<file path="config.mk">
export PLATFORM = sky130hd
export DESIGN_NAME = booth_seq_ctrl_flat
export DESIGN_NICKNAME = d
export VERILOG_FILES = /design/src/rtl/booth_pkg.sv /design/src/rtl/booth_seq_ctrl_if.sv /design/src/rtl/booth_iter_step.sv /design/src/rtl/booth_seq_ctrl.sv /design/src/flat_wrapper.sv
export SDC_FILE = /design/constraint.sdc
export NUM_CORES = 1
export LEC_CHECK = 0
export ABC_CLOCK_PERIOD_IN_PS = 6100
export BUFFER_PORTS_ARGS = -buffer_cell sky130_fd_sc_hd__buf_2
export CAP_MARGIN = 20
export CORE_MARGIN = 5
export CORE_UTILIZATION = 55
export CTS_CLUSTER_DIAMETER = 150
export CTS_CLUSTER_SIZE = 30
export DETAILED_ROUTE_END_ITERATION = 8
export PLACE_DENSITY = 0.75
export SLEW_MARGIN = 5
export SYNTH_ARGS = -nofsm -noshare
export SYNTH_HDL_FRONTEND = slang
export SYNTH_SLANG_ARGS = --single-unit
</file>
<file path="constraint.sdc">
create_clock -name clk -period 6.1 [get_ports clk]
set_input_delay 0.305 -clock clk [delete_from_list [all_inputs] [get_ports clk]]
set_output_delay 0.305 -clock clk [all_outputs]
set_load 0.005 [all_outputs]
</file>
<file path="src/rtl/booth_pkg.sv">
// Shared types for the sequential Booth multiplier: FSM states, step op decode, default width.
package booth_pkg;

   localparam int DEF_WIDTH = 8;

   typedef enum logic [1:0] {
      IDLE = 2'd0,
      RUN  = 2'd1,
      DONE = 2'd2
   } state_e;

   typedef enum logic [1:0] {
      OP_NOP = 2'd0,
      OP_ADD = 2'd1,
      OP_SUB = 2'd2
   } booth_op_e;

   // Radix-2 Booth recoding of the pair {Q[0], q_1}.
   function automatic booth_op_e booth_op(input logic q0, input logic q1);
      case ({q0, q1})
         2'b10:   return OP_SUB;
         2'b01:   return OP_ADD;
         default: return OP_NOP;
      endcase
   endfunction

endpackage

</file>
<file path="src/rtl/booth_seq_ctrl_if.sv">
// Operand/product handshake bundle between source, multiplier and consumer.
interface booth_seq_ctrl_if #(parameter int WIDTH = booth_pkg::DEF_WIDTH);

   logic                 in_valid;
   logic                 in_ready;
   logic [WIDTH-1:0]     in_a;
   logic [WIDTH-1:0]     in_b;
   logic                 abort;
   logic                 out_valid;
   logic                 out_ready;
   logic [2*WIDTH-1:0]   out_p;
   logic                 busy;

   modport master (
      output in_valid, in_a, in_b, abort, out_ready,
      input  in_ready, out_valid, out_p, busy
   );

   modport slave (
      input  in_valid, in_a, in_b, abort, out_ready,
      output in_ready, out_valid, out_p, busy
   );

endinterface

</file>
<file path="src/rtl/booth_iter_step.sv">
// One radix-2 Booth iteration: conditional add/sub of M into A, then arithmetic
// right shift of {A,Q,q_1}. Purely combinational; A and M carry one guard bit.
module booth_iter_step
   import booth_pkg::*;
#(
   parameter int WIDTH = DEF_WIDTH
) (
   input  logic [WIDTH:0]   a_i,
   input  logic [WIDTH-1:0] q_i,
   input  logic             q1_i,
   input  logic [WIDTH:0]   m_i,
   output logic [WIDTH:0]   a_o,
   output logic [WIDTH-1:0] q_o,
   output logic             q1_o
);

   logic [WIDTH:0] sum;

   always_comb begin
      sum = a_i;
      case (booth_op(q_i[0], q1_i))
         OP_ADD:  sum = a_i + m_i;
         OP_SUB:  sum = a_i - m_i;
         default: sum = a_i;
      endcase
      a_o  = {sum[WIDTH], sum[WIDTH:1]};
      q_o  = {sum[0], q_i[WIDTH-1:1]};
      q1_o = q_i[0];
   end

endmodule

</file>
<file path="src/rtl/booth_seq_ctrl.sv">
// Iterative signed Booth multiplier: accept one pair, run WIDTH shared add/shift steps,
// then hold the registered product until the consumer takes it or abort cancels it.
module booth_seq_ctrl
   import booth_pkg::*;
#(
   parameter int WIDTH = DEF_WIDTH
) (
   input  logic              clk,
   input  logic              rst_n,
   booth_seq_ctrl_if.slave   bus
);

   localparam int CNT_W = $clog2(WIDTH + 1);

   state_e               state_q;
   logic [WIDTH:0]       a_q;
   logic [WIDTH-1:0]     q_q;
   logic [WIDTH:0]       m_q;
   logic                 q1_q;
   logic [CNT_W-1:0]     cnt_q;
   logic [2*WIDTH-1:0]   p_q;
   logic                 out_valid_q;
   logic                 in_ready_q;
   logic                 busy_q;

   logic [WIDTH:0]       a_d;
   logic [WIDTH-1:0]     q_d;
   logic                 q1_d;

   booth_iter_step #(.WIDTH(WIDTH)) u_step (
      .a_i  (a_q),
      .q_i  (q_q),
      .q1_i (q1_q),
      .m_i  (m_q),
      .a_o  (a_d),
      .q_o  (q_d),
      .q1_o (q1_d)
   );

   always_ff @(posedge clk or negedge rst_n) begin
      if (!rst_n) begin
         state_q     <= IDLE;
         a_q         <= '0;
         q_q         <= '0;
         m_q         <= '0;
         q1_q        <= 1'b0;
         cnt_q       <= '0;
         p_q         <= '0;
         out_valid_q <= 1'b0;
         in_ready_q  <= 1'b1;
         busy_q      <= 1'b0;
      end else begin
         case (state_q)
            IDLE: begin
               if (bus.in_valid && in_ready_q) begin
                  state_q    <= RUN;
                  a_q        <= '0;
                  q_q        <= bus.in_a;
                  m_q        <= {bus.in_b[WIDTH-1], bus.in_b};
                  q1_q       <= 1'b0;
                  cnt_q      <= CNT_W'(WIDTH);
                  in_ready_q <= 1'b0;
                  busy_q     <= 1'b1;
               end
            end
            RUN: begin
               if (bus.abort) begin
                  state_q    <= IDLE;
                  in_ready_q <= 1'b1;
                  busy_q     <= 1'b0;
               end else begin
                  a_q   <= a_d;
                  q_q   <= q_d;
                  q1_q  <= q1_d;
                  cnt_q <= cnt_q - 1'b1;
                  // Guard bit of A is dropped here; the product always fits 2*WIDTH bits.
                  if (cnt_q == CNT_W'(1)) begin
                     state_q     <= DONE;
                     p_q         <= {a_d[WIDTH-1:0], q_d};
                     out_valid_q <= 1'b1;
                  end
               end
            end
            DONE: begin
               if (bus.abort || bus.out_ready) begin
                  state_q     <= IDLE;
                  out_valid_q <= 1'b0;
                  in_ready_q  <= 1'b1;
                  busy_q      <= 1'b0;
               end
            end
            default: begin
               state_q     <= IDLE;
               out_valid_q <= 1'b0;
               in_ready_q  <= 1'b1;
               busy_q      <= 1'b0;
            end
         endcase
      end
   end

   assign bus.in_ready  = in_ready_q;
   assign bus.out_valid = out_valid_q;
   assign bus.out_p     = p_q;
   assign bus.busy      = busy_q;

endmodule

</file>
<file path="src/flat_wrapper.sv">
// flat-port wrapper written by rule: the top's interface ports become plain ports
module booth_seq_ctrl_flat import booth_pkg::*;
#(
   parameter int WIDTH = DEF_WIDTH
)
  (clk, rst_n, bus_in_valid, bus_in_a, bus_in_b, bus_abort, bus_out_ready, bus_in_ready, bus_out_valid, bus_out_p, bus_busy);
  booth_seq_ctrl_if #(.WIDTH(WIDTH)) bus_i ();
  input  logic clk;
  input  logic rst_n;
  input wire logic [$bits(bus_i.in_valid)-1:0] bus_in_valid;
  input wire logic [$bits(bus_i.in_a)-1:0] bus_in_a;
  input wire logic [$bits(bus_i.in_b)-1:0] bus_in_b;
  input wire logic [$bits(bus_i.abort)-1:0] bus_abort;
  input wire logic [$bits(bus_i.out_ready)-1:0] bus_out_ready;
  output wire logic [$bits(bus_i.in_ready)-1:0] bus_in_ready;
  output wire logic [$bits(bus_i.out_valid)-1:0] bus_out_valid;
  output wire logic [$bits(bus_i.out_p)-1:0] bus_out_p;
  output wire logic [$bits(bus_i.busy)-1:0] bus_busy;
  assign bus_i.in_valid = bus_in_valid;
  assign bus_i.in_a = bus_in_a;
  assign bus_i.in_b = bus_in_b;
  assign bus_i.abort = bus_abort;
  assign bus_i.out_ready = bus_out_ready;
  assign bus_in_ready = bus_i.in_ready;
  assign bus_out_valid = bus_i.out_valid;
  assign bus_out_p = bus_i.out_p;
  assign bus_busy = bus_i.busy;
  booth_seq_ctrl #(.WIDTH(WIDTH)) u_core (.clk(clk), .rst_n(rst_n), .bus(bus_i));
endmodule
</file>
==> impl_results.md, run 1 <==
- Pre-antenna DRT Iters: 4
- WP data arrival: just under 3 ns
- Sequential Area: 1252 um^2
- Max cap viols: 0
- Die area: 6325 um^2
- Commonest non-fill, non-tap cell in the layout: nand2_1
- Final setup fails: 0
- Place WS: 3.408 ns
- Starting Density: 0.5629
- Count of final hold-check violations: 0
- Buf/Inv on CP: 1
- Std cell rows: 25
- Antenna Nets Post-Route: 0
- Pwr Density: about 590 nW/um^2
- Worst skew pair latency: 0.31 ns
- Crit Path Class: reg2reg
- IO Port Bufs: 39
- Layout cells sized above 1: 0.2208
- Gate count of the mapped netlist: roughly 280
- CP delay by family, top: adder cells
- Reg2Reg Setup Slack: roughly 3.4 ns
- CP required: 6.33 ns
- Number of global-route vias before repair: a little under 2k
- CTS resizes: 0
- Worst setup path start: u_core.q1_q$_DFFE_PN0P_
- Cell variety after synth: 45
- Worst relative slew slack: 0.4956
- GPL Wtd Cong: 0.8960
- Layout Skew: about 0.016 ns
- Post-DR wirelength/cell: ~14 um
- Gr usage total: 0.1855
- DR vias: 2059
- Async SR Flop Fraction: 1.000
- DP HPWL: slightly below 4 mm
- # IOs: 40
- Filler Cells Inserted: 401
- Clock Path Buffers: 2
- Total Wirelength: 5.347 mm
- Syn nets: about 310
- Final-report max-slew violation count: 0
- Sequential area share after synthesis: 0.4711
- # DRC: 0
- CP Cell Sequence: inv_1, ha_1, mux2_2, fa_1, nand2b_1, a211oi_2, o21a_1, o21bai_2, or3_1, o21ai_1
- Critical path's slowest cell: fa_1
- Initial antenna violation count: 0
- Area grow syn2layout: 13.27%
- CP Launch Type: flop
- Status: finished, final reports clean
- R2r startpoint: u_core.q1_q$_DFFE_PN0P_
- Critical path depth in cells: 10
- Global route total overflow: 0
- Fin nets: 350
- Post-DR vias/cell: 5.362
- Crit path capture: u_core.a_q[7]$_DFFE_PN0P_
- Fmax: 364.0 MHz
- R2R Path End: u_core.a_q[7]$_DFFE_PN0P_
- Tightest Hold Check Type: in2reg
- Die height: just under 80 um
- Multi-input logic area: 1310 um^2
- Clock H-tree levels: 2
- Predominant post-synthesis flop cell: dfrtp_1
- Post-route setup slack: 3.353 ns
- Clk pin slew, worst setup/hold paths: 0.09 ns
- Yosys warnings: 0
- Post-synthesis cell area: 2659 um^2
- Clock root buffer: clkbuf_8
- Starting DRC count in detailed routing: 82
- Leakage: about 1.5 nW
- DIE WIDTH: 79.53 um
- First-pass GRT wire length: 9.239 mm
- Worst VDD drop: approximately 0.27 mV
- Crit. End Element: flop
- Most frequent cells in the layout: 51 x nand2_1, 49 x dfrtp_1, 39 x buf_2, 21 x nor2_1, 21 x o21ai_0
- Core area: 4723 um^2
- CTS buffer count: 5
- Critical Path Max Stage Delay: 0.43 ns
- Final period util: 0.4503
- #FFs+latches synth: 50
- Post-route setup TNS: 0 ns
- Worst-margin pin slew: 0.7538 ns
- Diode count: 0
- Syn_area_per_cell: 9.564 um^2
- Post-synth EDFFs: 0
- Unrepaired setup endpoints after global routing: false
- CTS tree: done
- CTS sink count: 50
- Min Tclk post-route: ~2.7 ns
- Largest net degree at the start of global routing: 51
- R2r worst-path depth: 10
- Worst-path fanout max: 8
==> stage by stage <==
stage / std cells / cell area [um^2] / hold slack (ns) / total power, mW / utilization
global placement: 374 / 2887 / 0.4569 / 1.539 / 0.6111
finish: 384 / 3012 / 0.1844 / 1.767 / 0.6376
detailed placement: 374 / 2887 / 0.4647 / 1.567 / 0.6111
global route: 384 / 3012 / 0.1950 / 1.947 / 0.6376
floorplan: 278 / 2659 / 0.009409 / 1.339 / -
CTS: 382 / 2982 / 0.1835 / 1.774 / 0.6313
==> worst min path at each step <==
stage | cells after the start | to | slack [ns] | from
after CTS | 3 | u_core.m_q[7]$_DFFE_PN0P_ | 0.18 | bus_in_b[7]
after detailed placement | 2 | u_core.bus.out_p[9]$_DFFE_PN0P_ | 0.46 | u_core.bus.out_p[9]$_DFFE_PN0P_
final | 3 | u_core.m_q[7]$_DFFE_PN0P_ | 0.18 | bus_in_b[7]
after floorplan | 0 | u_core.a_q[0]$_DFFE_PN0P_ | 0.009 | rst_n
after global routing | 3 | u_core.m_q[3]$_DFFE_PN0P_ | 0.20 | bus_in_b[3]
after global placement | 2 | u_core.bus.out_p[10]$_DFFE_PN0P_ | 0.46 | u_core.bus.out_p[10]$_DFFE_PN0P_
==> registers in the layout, indices dropped and copies added, names as in the netlist <==
| name | cells |
|---|---|
| u_core.bus.in_ready | 1 |
| u_core.bus.busy | 1 |
| u_core.bus.out_p | 16 |
| u_core.cnt_q | 4 |
| u_core.q_q | 8 |
| u_core.q1_q | 1 |
| u_core.a_q | 8 |
| u_core.m_q | 8 |
| u_core.bus.out_valid | 1 |
| u_core.state_q | 2 |
==> what timing repair did <==
item | in CTS | in global routing
hold buffers | 0 | 1
hold endpoints to repair | 0 | 20
buffers inserted | 0 | 0
==> worst min-delay path, delay by kind of cell <==
| kind | cells | cell delay, ns |
|---|---|---|
| simple gates | 2 | 0.08 |
| buf+inv | 1 | 0.07 |
==> where the power goes <==
| group | internal, mW | switching [mW] |
|---|---|---|
| Combinational | 0.453 | 0.539 |
| Clock | 0.0845 | 0.119 |
| Sequential | 0.459 | 0.113 |
==> cells by family (layout without fill, tap and decap cells) <==
group | count (synthesis) | in the layout | synth area share
muxes | 13 | 13 | 0.05365
buffers and inverters | 22 | 61 | 0.03623
AOI/OAI and AO/OA | 67 | 67 | 0.1548
DFF | 50 | 50 | 0.4711
xor gates and xnor gates | 14 | 14 | 0.04612
adders and majority gates | 13 | 13 | 0.06400
and+or+nand+nor | 99 | 99 | 0.1741
==> routing by layer <==
layer	vias to the layer above	track usage	wire length [um]
met5	-	0	0
met1	961	0.2582	2455
li1	1038	-	-
met2	49	0.2821	2506
met4	0	0.07045	96
met3	11	0.04063	288
==> Yosys cell counts, drive strengths merged, types with 2 or more instances <==
library cell  count  area share
nand2            52       0.074
dfrtp            49        0.46
o21ai            23       0.043
nor2             22       0.032
a21oi            17       0.032
ha               12       0.056
inv              12       0.017
xnor2            11       0.036
mux2             10       0.042
a31oi             9       0.021
buf               6       0.014
nand3             6       0.011
nor3              5       0.016
clkbuf            4      0.0056
nand2b            4      0.0094
a22oi             3      0.0085
mux2i             3       0.011
nor3b             3       0.010
o21a              3      0.0085
o31ai             3      0.0085
xor2              3      0.0099
a211oi            2      0.0075
a21o              2      0.0056
==> final cells by class <==
class                   instances  share of cell area
well taps                      67             0.02784
clock inverters                 3            0.008725
inverters                      12             0.01496
clock buffers                   5             0.02285
repair buffers                 41             0.07478
flip-flops and latches         50              0.4159
multi-input cells             206              0.4350
Note: power is estimated with default switching activity, not from simulation.
==> inputs of run 2 (changes only) <==
--- a/config.mk
+++ b/config.mk
@@ -5,7 +5,8 @@
 export SDC_FILE = /design/constraint.sdc
 export NUM_CORES = 1
 export LEC_CHECK = 0
-export ABC_CLOCK_PERIOD_IN_PS = 6100
+export ABC_AREA = 1
+export ABC_CLOCK_PERIOD_IN_PS = 2540
 export BUFFER_PORTS_ARGS = -buffer_cell sky130_fd_sc_hd__buf_2
 export CAP_MARGIN = 20
 export CORE_MARGIN = 5
==> constraint.sdc (replaced) <==
create_clock -name clk -period 2.54 [get_ports clk]
set_input_delay 0.127 -clock clk [delete_from_list [all_inputs] [get_ports clk]]
set_output_delay 0.127 -clock clk [all_outputs]
set_load 0.005 [all_outputs]
==> run 2 against run 1 <==
  * Core utilization rose by 5.4 points
  * Register-to-register slack lost 3.3 ns
  * Hold slack worse by 0.16 ns
  * Clock power rose to 2.7 times the previous value
  * Clock skew decreased by 0.0048 ns
  * Sequential power increased by 140%
  * Synthesized area increased by 3.8%
  * Via count is 14% higher
  * Largest cell class unchanged
==> impl_results.md, run 2 <==
- Std cell rows: 25 (unchanged)
- # IOs: 40 (unchanged)
- Post-synthesis cell area: 2759 um^2 (+3.8%)
- Starting DRC count in detailed routing: 226 (+180%)
- Global route total overflow: 0 (unchanged)
- Crit Path Class: reg2reg
- First-pass GRT wire length: 10.16 mm (+10%)
- CP required: 2.73 ns (-3.60 ns)
- Leakage: 1.749 nW (+19%)
- Core area: 4786 um^2 (+1.3%)
- Unrepaired setup endpoints after global routing: true
- Largest net degree at the start of global routing: 51 (unchanged)
- Yosys warnings: 0 (unchanged)
- Die area: 6533 um^2 (+3.3%)
- Initial antenna violation count: 0 (unchanged)
- Clk pin slew, worst setup/hold paths: 0.08 ns (about the same)
- Top-count cell post-synth: nand2_1
- CTS buffer count: 5 (unchanged)
- WP data arrival: 2.65 ns (-0.33 ns)
- IO Port Bufs: 39 (unchanged)
- Post-route setup slack: 0.08211 ns (-3.271 ns)
- Sequential share of power: 0.278 (-0.046)
- Layout cells sized above 1: 0.2437 (+0.02283)
- Most frequent cells in the layout: 108 x nand2_1, 49 x dfrtp_1, 39 x inv_1, 39 x buf_2, 26 x o21ai_0
- Clock share of power: 0.114 (about the same)
- Post-DR wirelength/cell: 13.11 um (-5.8%)
- DP Cell Count: 448 (+20%)
- Gr usage total: 0.1983 (+0.01276)
- Crit. End Element: flop
- Worst VDD drop: 0.6717 mV (+150%)
- Layout Skew: 0.01083 ns (-0.004810 ns)
- Post-synth EDFFs: 0 (unchanged)
- Post-route setup TNS: 0 ns (unchanged)
- WHS: 0.01973 ns (-0.1646 ns)
- DP HPWL: 4.130 mm (+4.0%)
- DR vias: 2352 (+14%)
- Sequential area share after synthesis: 0.4540 (-0.01709)
- Antenna Nets Post-Route: 0 (unchanged)
- Final-report max-slew violation count: 0 (unchanged)
- Net switching power: 2.255 mW (+190%)
- Die height: 80.83 um (+1.6%)
- Final core utilization: 0.6920 (+0.05441)
- Fin nets: 427 (+22%)
- Area after DPL: 3017 um^2 (+4.5%)
- Synth cell count leaders: 113 x nand2_1, 49 x dfrtp_1, 42 x inv_1
- CTS tree: done
- #FFs+latches synth: 50 (unchanged)
- Worst setup path start: u_core.m_q[1]$_DFFE_PN0P_
- Clock root buffer: clkbuf_8
- CP Launch Type: flop
- Comb power frac: 0.608 (+0.047)
- Net Sw Frac: 0.4588 (+0.02265)
- Ranking of synthesized cells by area: dfrtp_1 44%, nand2_1 15%, inv_1 5.7%
- Internal: 2.661 mW (+170%)
- Fin cells: 461 (+20%)
- R2r startpoint: u_core.m_q[1]$_DFFE_PN0P_
- Commonest non-fill, non-tap cell in the layout: nand2_1
- Starting Density: 0.5765 (+0.01356)
- Place WS: -0.01149 ns (-3.419 ns)
- Tightest Hold Check Type: in2reg
- Clock Path Buffers: 2 (unchanged)
- Min Tclk post-route: 2.458 ns (-0.2891 ns)
- Cell taking the most area after synthesis: dfrtp_1
- Worst-margin pin slew: 0.8250 ns (+0.07114 ns)
- Max cap viols: 0 (unchanged)
- Worst Hold Launch: bus_in_b[6]
- Sequential Area: 1252 um^2 (unchanged)
- Area grow syn2layout: 20.05%
- Number of global-route vias before repair: 2272 (+14%)
- GPL Wtd Cong: 0.9433 (+5.3%)
- Share of Yosys cell area claimed by the top area cell type: 0.4444 (-0.01673)
- Filler Cells Inserted: 375 (-6.5%)
- Diode count: 0 (unchanged)
- Post-DR vias/cell: 5.102 (-4.8%)
- Max reg flops: 16 (unchanged)
- Predominant post-synthesis flop cell: dfrtp_1
- Syn nets: 380 (+22%)
- Pwr Density: 1484 nW/um^2 (+150%)
- Clock H-tree levels: 2 (unchanged)
- Async SR Flop Fraction: 1.000 (unchanged)
- Final instance area: 3312 um^2 (+10%)
- Final period util: 0.9677 (+0.5173)
- Total Wirelength: 6.045 mm (+13%)
- Fmax: 406.9 MHz (+12%)
- Pre-antenna DRT Iters: 4 (unchanged)
- Multi-input logic area: 1413 um^2 (+7.8%)
- DIE WIDTH: 80.83 um (+1.6%)
- Worst skew pair latency: 0.31 ns (about the same)
- CTS sink count: 50 (unchanged)
- Worst-path fanout max: 5 (-3)
- Cell variety after synth: 34 (-24%)
- # DRC: 0 (unchanged)
- Final Power: 4.916 mW (+180%)
- Status: finished, final reports clean
- Worst relative slew slack: 0.4480 (-0.04760)
- Count of final hold-check violations: 0 (unchanged)
- Syn_area_per_cell: 7.974 um^2 (-17%)
- Gate count of the mapped netlist: 346 (+24%)
- Final setup fails: 0 (unchanged)
-- run 2: changes by cell type in the layout (fill, tap and decap cells not counted), moves of 8 or more --
cell,change
nand2_1,+57
inv_1,+27
mux2_2,-10
a31oi_1,-8
xnor2_1,-8
-- run 2: critical path, cell delays in order, from the launching register on --
cell     delay (ns)
dfrtp_1        0.39
inv_2          0.09
ha_4           0.14
inv_2          0.04
nor2_4         0.12
nand2_2        0.08
o31ai_4        0.22
xnor2_1        0.15
inv_1          0.09
ha_4           0.22
buf_6          0.12
nand2_1        0.06
o21ai_1        0.06
nor2_1         0.16
nand2_1        0.08
nand2_1        0.09
nand3_2        0.10
nand3_2        0.08
nand2_1        0.05
-- run 2: power groups by stage --
stage	combinational [mW]	sequential (mW)	clock [mW]
finish	2.99	1.37	0.559
CTS	2.48	1.34	0.571
detailed placement	2.46	1.35	0
global placement	2.39	1.33	0
floorplan	1.85	1.32	0
global route	3.41	1.41	0.611
-- run 2: kinds of logic (layout without fill, tap and decap cells) --
| group | count (synthesis) | after routing | share of synthesized area |
|---|---|---|---|
| adder cells (fa/ha/maj) | 13 | 13 | 0.06168 |
| flip-flops | 50 | 50 | 0.4540 |
| XOR/XNOR | 7 | 7 | 0.02222 |
| buffers and inverters | 56 | 104 | 0.08480 |
| AO/OA/AOI/OAI | 60 | 60 | 0.1270 |
| AND/OR/NAND/NOR | 160 | 160 | 0.2503 |
-- run 2: worst paths after layout --
| check | endpoint | slack [ns] | cells after the start |
|---|---|---|---|
| max | u_core.a_q[6]$_DFFE_PN0P_ | 0.08 | 18 |
| min reg2reg | u_core.bus.out_p[6]$_DFFE_PN0P_ | 0.48 | 2 |
| min in group asynchronous | u_core.state_q[0]$_DFFE_PN0P_ | 0.46 | 3 |
| min | u_core.m_q[6]$_DFFE_PN0P_ | 0.02 | 3 |
| max in group asynchronous | u_core.a_q[4]$_DFFE_PN0P_ | 1.67 | 3 |
| max reg2reg | u_core.a_q[6]$_DFFE_PN0P_ | 0.08 | 18 |
-- run 2: cell type report --
| class | instances | share of cell area |
|---|---|---|
| clock inverters | 2 | 0.01171 |
| inverters | 48 | 0.05516 |
| well taps | 67 | 0.02531 |
| repair buffers | 48 | 0.08122 |
| flip-flops and latches | 50 | 0.3782 |
| multi-input cells | 240 | 0.4265 |
| clock buffers | 6 | 0.02191 |
-- run 2: metal layers --
layer / vias to the layer above / GRT usage / wire (um)
met5: - / 0 / 0
met4: 0 / 0.04730 / 65
met3: 10 / 0.04324 / 312
met2: 58 / 0.3218 / 2870
met1: 1088 / 0.2712 / 2796
li1: 1196 / - / -
-- run 2: what timing repair did --
item	4_1_cts	5_1_grt
setup endpoints to repair	4	11
pin swaps	0	10
hold buffers	1	0
buffers inserted	0	4
resized for setup	1	30
endpoints found under the hold margin	49	0
==> inputs of run 3 (changes only) <==
--- a/config.mk
+++ b/config.mk
@@ -9,7 +9,7 @@
 export ABC_CLOCK_PERIOD_IN_PS = 2540
 export BUFFER_PORTS_ARGS = -buffer_cell sky130_fd_sc_hd__buf_2
 export CAP_MARGIN = 20
-export CORE_MARGIN = 5
+export CORE_MARGIN = 4
 export CORE_UTILIZATION = 55
 export CTS_CLUSTER_DIAMETER = 150
 export CTS_CLUSTER_SIZE = 30
==> run 3 against run 2 <==
  * Combinational power fell by 5%
  * Clock skew barely moved
  * Final area fell by 1.7%
  * Count of clock-buffer cells in the layout did not move
  * Sequential power barely moved
  * Register-to-register slack improved by 0.05 ns
  * Setup slack improved by 0.054 ns
  * Via count rose by 0.26%
  * Final cell count fell by 0.43%
  * Flip-flop and latch count did not move
  * Wire length rose by 1.4%
  * Sequential share of layout area rose by 0.65 points
  * Largest cell class unchanged
  * Largest power group unchanged
  * Highest routed layer unchanged
==> impl_results.md, run 3 (synthesized netlist as in run 2, its figures left out) <==
- Status: finished, final reports clean
- First-pass GRT wire length: 10.38 mm (+2.2%)
- Leakage: 1.733 nW (-0.89%)
- DIE WIDTH: 78.83 um (-2.5%)
- Tightest Hold Check Type: in2reg
- Number of global-route vias before repair: 2320 (+2.1%)
- Layout cells sized above 1: 0.2423 (-0.001308)
- Max reg flops: 16 (unchanged)
- Post-DR vias/cell: 5.137 (+0.69%)
- Die area: 6213 um^2 (-4.9%)
- Starting DRC count in detailed routing: 142 (-37%)
- WP data arrival: 2.61 ns (-0.04 ns)
- Area grow syn2layout: 18.00%
- Clock root buffer: clkbuf_8
- Reg2Reg Setup Slack: 0.14 ns (+0.05 ns)
- Global route total overflow: 0 (unchanged)
- Std cell rows: 25 (unchanged)
- Largest net degree at the start of global routing: 36 (-29%)
- Sequential Area: 1252 um^2 (unchanged)
- Worst Hold Launch: bus_in_b[5]
- CP required: 2.75 ns (+0.02 ns)
- Post-route setup slack: 0.1358 ns (+0.05366 ns)
- Clock Path Buffers: 2 (unchanged)
- Commonest non-fill, non-tap cell in the layout: nand2_1
- Fmax: 415.9 MHz (+2.2%)
- Most frequent cells in the layout: 108 x nand2_1, 49 x dfrtp_1, 39 x buf_2, 37 x inv_1, 25 x o21ai_0
- Clock H-tree levels: 2 (unchanged)
- Count of final hold-check violations: 0 (unchanged)
- R2r worst-path depth: 18 (unchanged)
- Hold Path End: u_core.m_q[5]$_DFFE_PN0P_
- CP Launch Type: flop
- Unrepaired setup endpoints after global routing: true
- Die height: 78.83 um (-2.5%)
- Clk pin slew, worst setup/hold paths: 0.10 ns (+0.02 ns)
- Filler Cells Inserted: 415 (+11%)
- Worst skew pair latency: 0.32 ns (about the same)
- Crit Path Class: reg2reg
- Crit. End Element: flop
- R2r startpoint: u_core.m_q[0]$_DFFE_PN0P_
- Gr usage total: 0.2126 (+0.01436)
- CTS tree: done
- Antenna Nets Post-Route: 0 (unchanged)
- GPL Wtd Cong: 0.9193 (-2.5%)
- Final-report max-slew violation count: 0 (unchanged)
- CTS buffer count: 5 (unchanged)
- Layout Skew: 0.01129 ns (+0.0004634 ns)
- Diode count: 0 (unchanged)
- Fin nets: 425 (-0.47%)
- Cells on Worst Hold Path: 3 (unchanged)
- # DRC: 0 (unchanged)
- DR vias: 2358 (+0.26%)
- Post-route setup TNS: 0 ns (unchanged)
- Worst VDD drop: 0.6420 mV (-4.4%)
- Final period util: 0.9465 (-0.02113)
- Min Tclk post-route: 2.404 ns (-0.05366 ns)
- Multi-input logic area: 1384 um^2 (-2.0%)
- Place WS: -0.001035 ns (+0.01046 ns)
- Initial antenna violation count: 0 (unchanged)
- CTS sink count: 50 (unchanged)
- DP HPWL: 4.269 mm (+3.4%)
- Max cap viols: 0 (unchanged)
- Worst-margin pin slew: 0.8310 ns (+0.006075 ns)
- R2R Path End: u_core.bus.out_p[14]$_DFFE_PN0P_
- Final setup fails: 0 (unchanged)
- Starting Density: 0.5765 (unchanged)
- IO Port Bufs: 39 (unchanged)
- Core area: 4786 um^2 (unchanged)
- Total Wirelength: 6.132 mm (+1.4%)
- Post-DR wirelength/cell: 13.36 um (+1.9%)
- Pwr Density: 1446 nW/um^2 (-2.6%)
- Worst-path fanout max: 5 (unchanged)
- Worst relative slew slack: 0.4439 (-0.004066)
- # IOs: 40 (unchanged)
- Pre-antenna DRT Iters: 4 (unchanged)
[run 3: worst max-delay path by stage]
stage,startpoint,slack (ns),end,cells after the start
final,u_core.m_q[0]$_DFFE_PN0P_,0.14,u_core.bus.out_p[14]$_DFFE_PN0P_,18
after global routing,u_core.m_q[2]$_DFFE_PN0P_,-0.06,u_core.bus.out_p[15]$_DFFE_PN0P_,17
after CTS,u_core.m_q[0]$_DFFE_PN0P_,0.02,u_core.a_q[7]$_DFFE_PN0P_,19
after detailed placement,u_core.m_q[1]$_DFFE_PN0P_,-0.001,u_core.a_q[7]$_DFFE_PN0P_,19
after global placement,u_core.m_q[0]$_DFFE_PN0P_,0.11,u_core.bus.out_p[15]$_DFFE_PN0P_,19
after floorplan,u_core.m_q[0]$_DFFE_PN0P_,0.15,u_core.bus.out_p[15]$_DFFE_PN0P_,19
[run 3: layout make-up]
cell class              count  share of cell area
inverters                  48             0.05611
repair buffers             46             0.07802
clock inverters             2            0.004996
clock buffers               6             0.02537
multi-input cells         240              0.4251
flip-flops and latches     50              0.3847
well taps                  67             0.02575
[run 3: per-stage QoR]
stage               power [mW]  cell area (um^2)  utilization  hold WS [ns]  std cells
floorplan                3.176              2759            -       -0.1686        346
global placement         3.719              3017       0.6303       0.05482        448
detailed placement       3.800              3017       0.6303       0.05458        448
CTS                      4.350              3134       0.6549      0.008357        457
global route             5.191              3256       0.6803       0.02412        459
finish                   4.706              3256       0.6803       0.01286        459
[run 3: timing repair]
item / 4_1_cts / 5_1_grt
buffers inserted: 0 / 2
hold buffers: 1 / 0
resized for setup: 2 / 30
pin swaps: 0 / 12
endpoints found under the setup margin: 2 / 11
hold endpoints to repair: 15 / 0
[run 3: critical path, cell delays in order (launching register included)]
cell     delay [ns]
dfrtp_1        0.41
inv_2          0.11
ha_4           0.14
inv_2          0.04
nor2_4         0.11
nand2_2        0.08
o31ai_4        0.23
xnor2_1        0.14
inv_1          0.09
ha_4           0.22
buf_6          0.12
nand2_1        0.06
o21ai_1        0.06
nor2_1         0.13
nand2_1        0.08
nand2_2        0.07
nand3_2        0.07
nand3_1        0.08
nand2_1        0.05
[run 3: metal layers]
metal | track usage | wire, um
met1 | 0.2806 | 2772
met2 | 0.3514 | 2929
met3 | 0.04422 | 334
met4 | 0.06873 | 96
met5 | 0 | 0
[run 3: where the power goes]
group          switching (mW)  total [mW]  internal (mW)
clock network           0.285       0.509          0.225
logic                    1.72        2.85           1.13
registers               0.222        1.35           1.13
total                    2.23        4.71           2.48
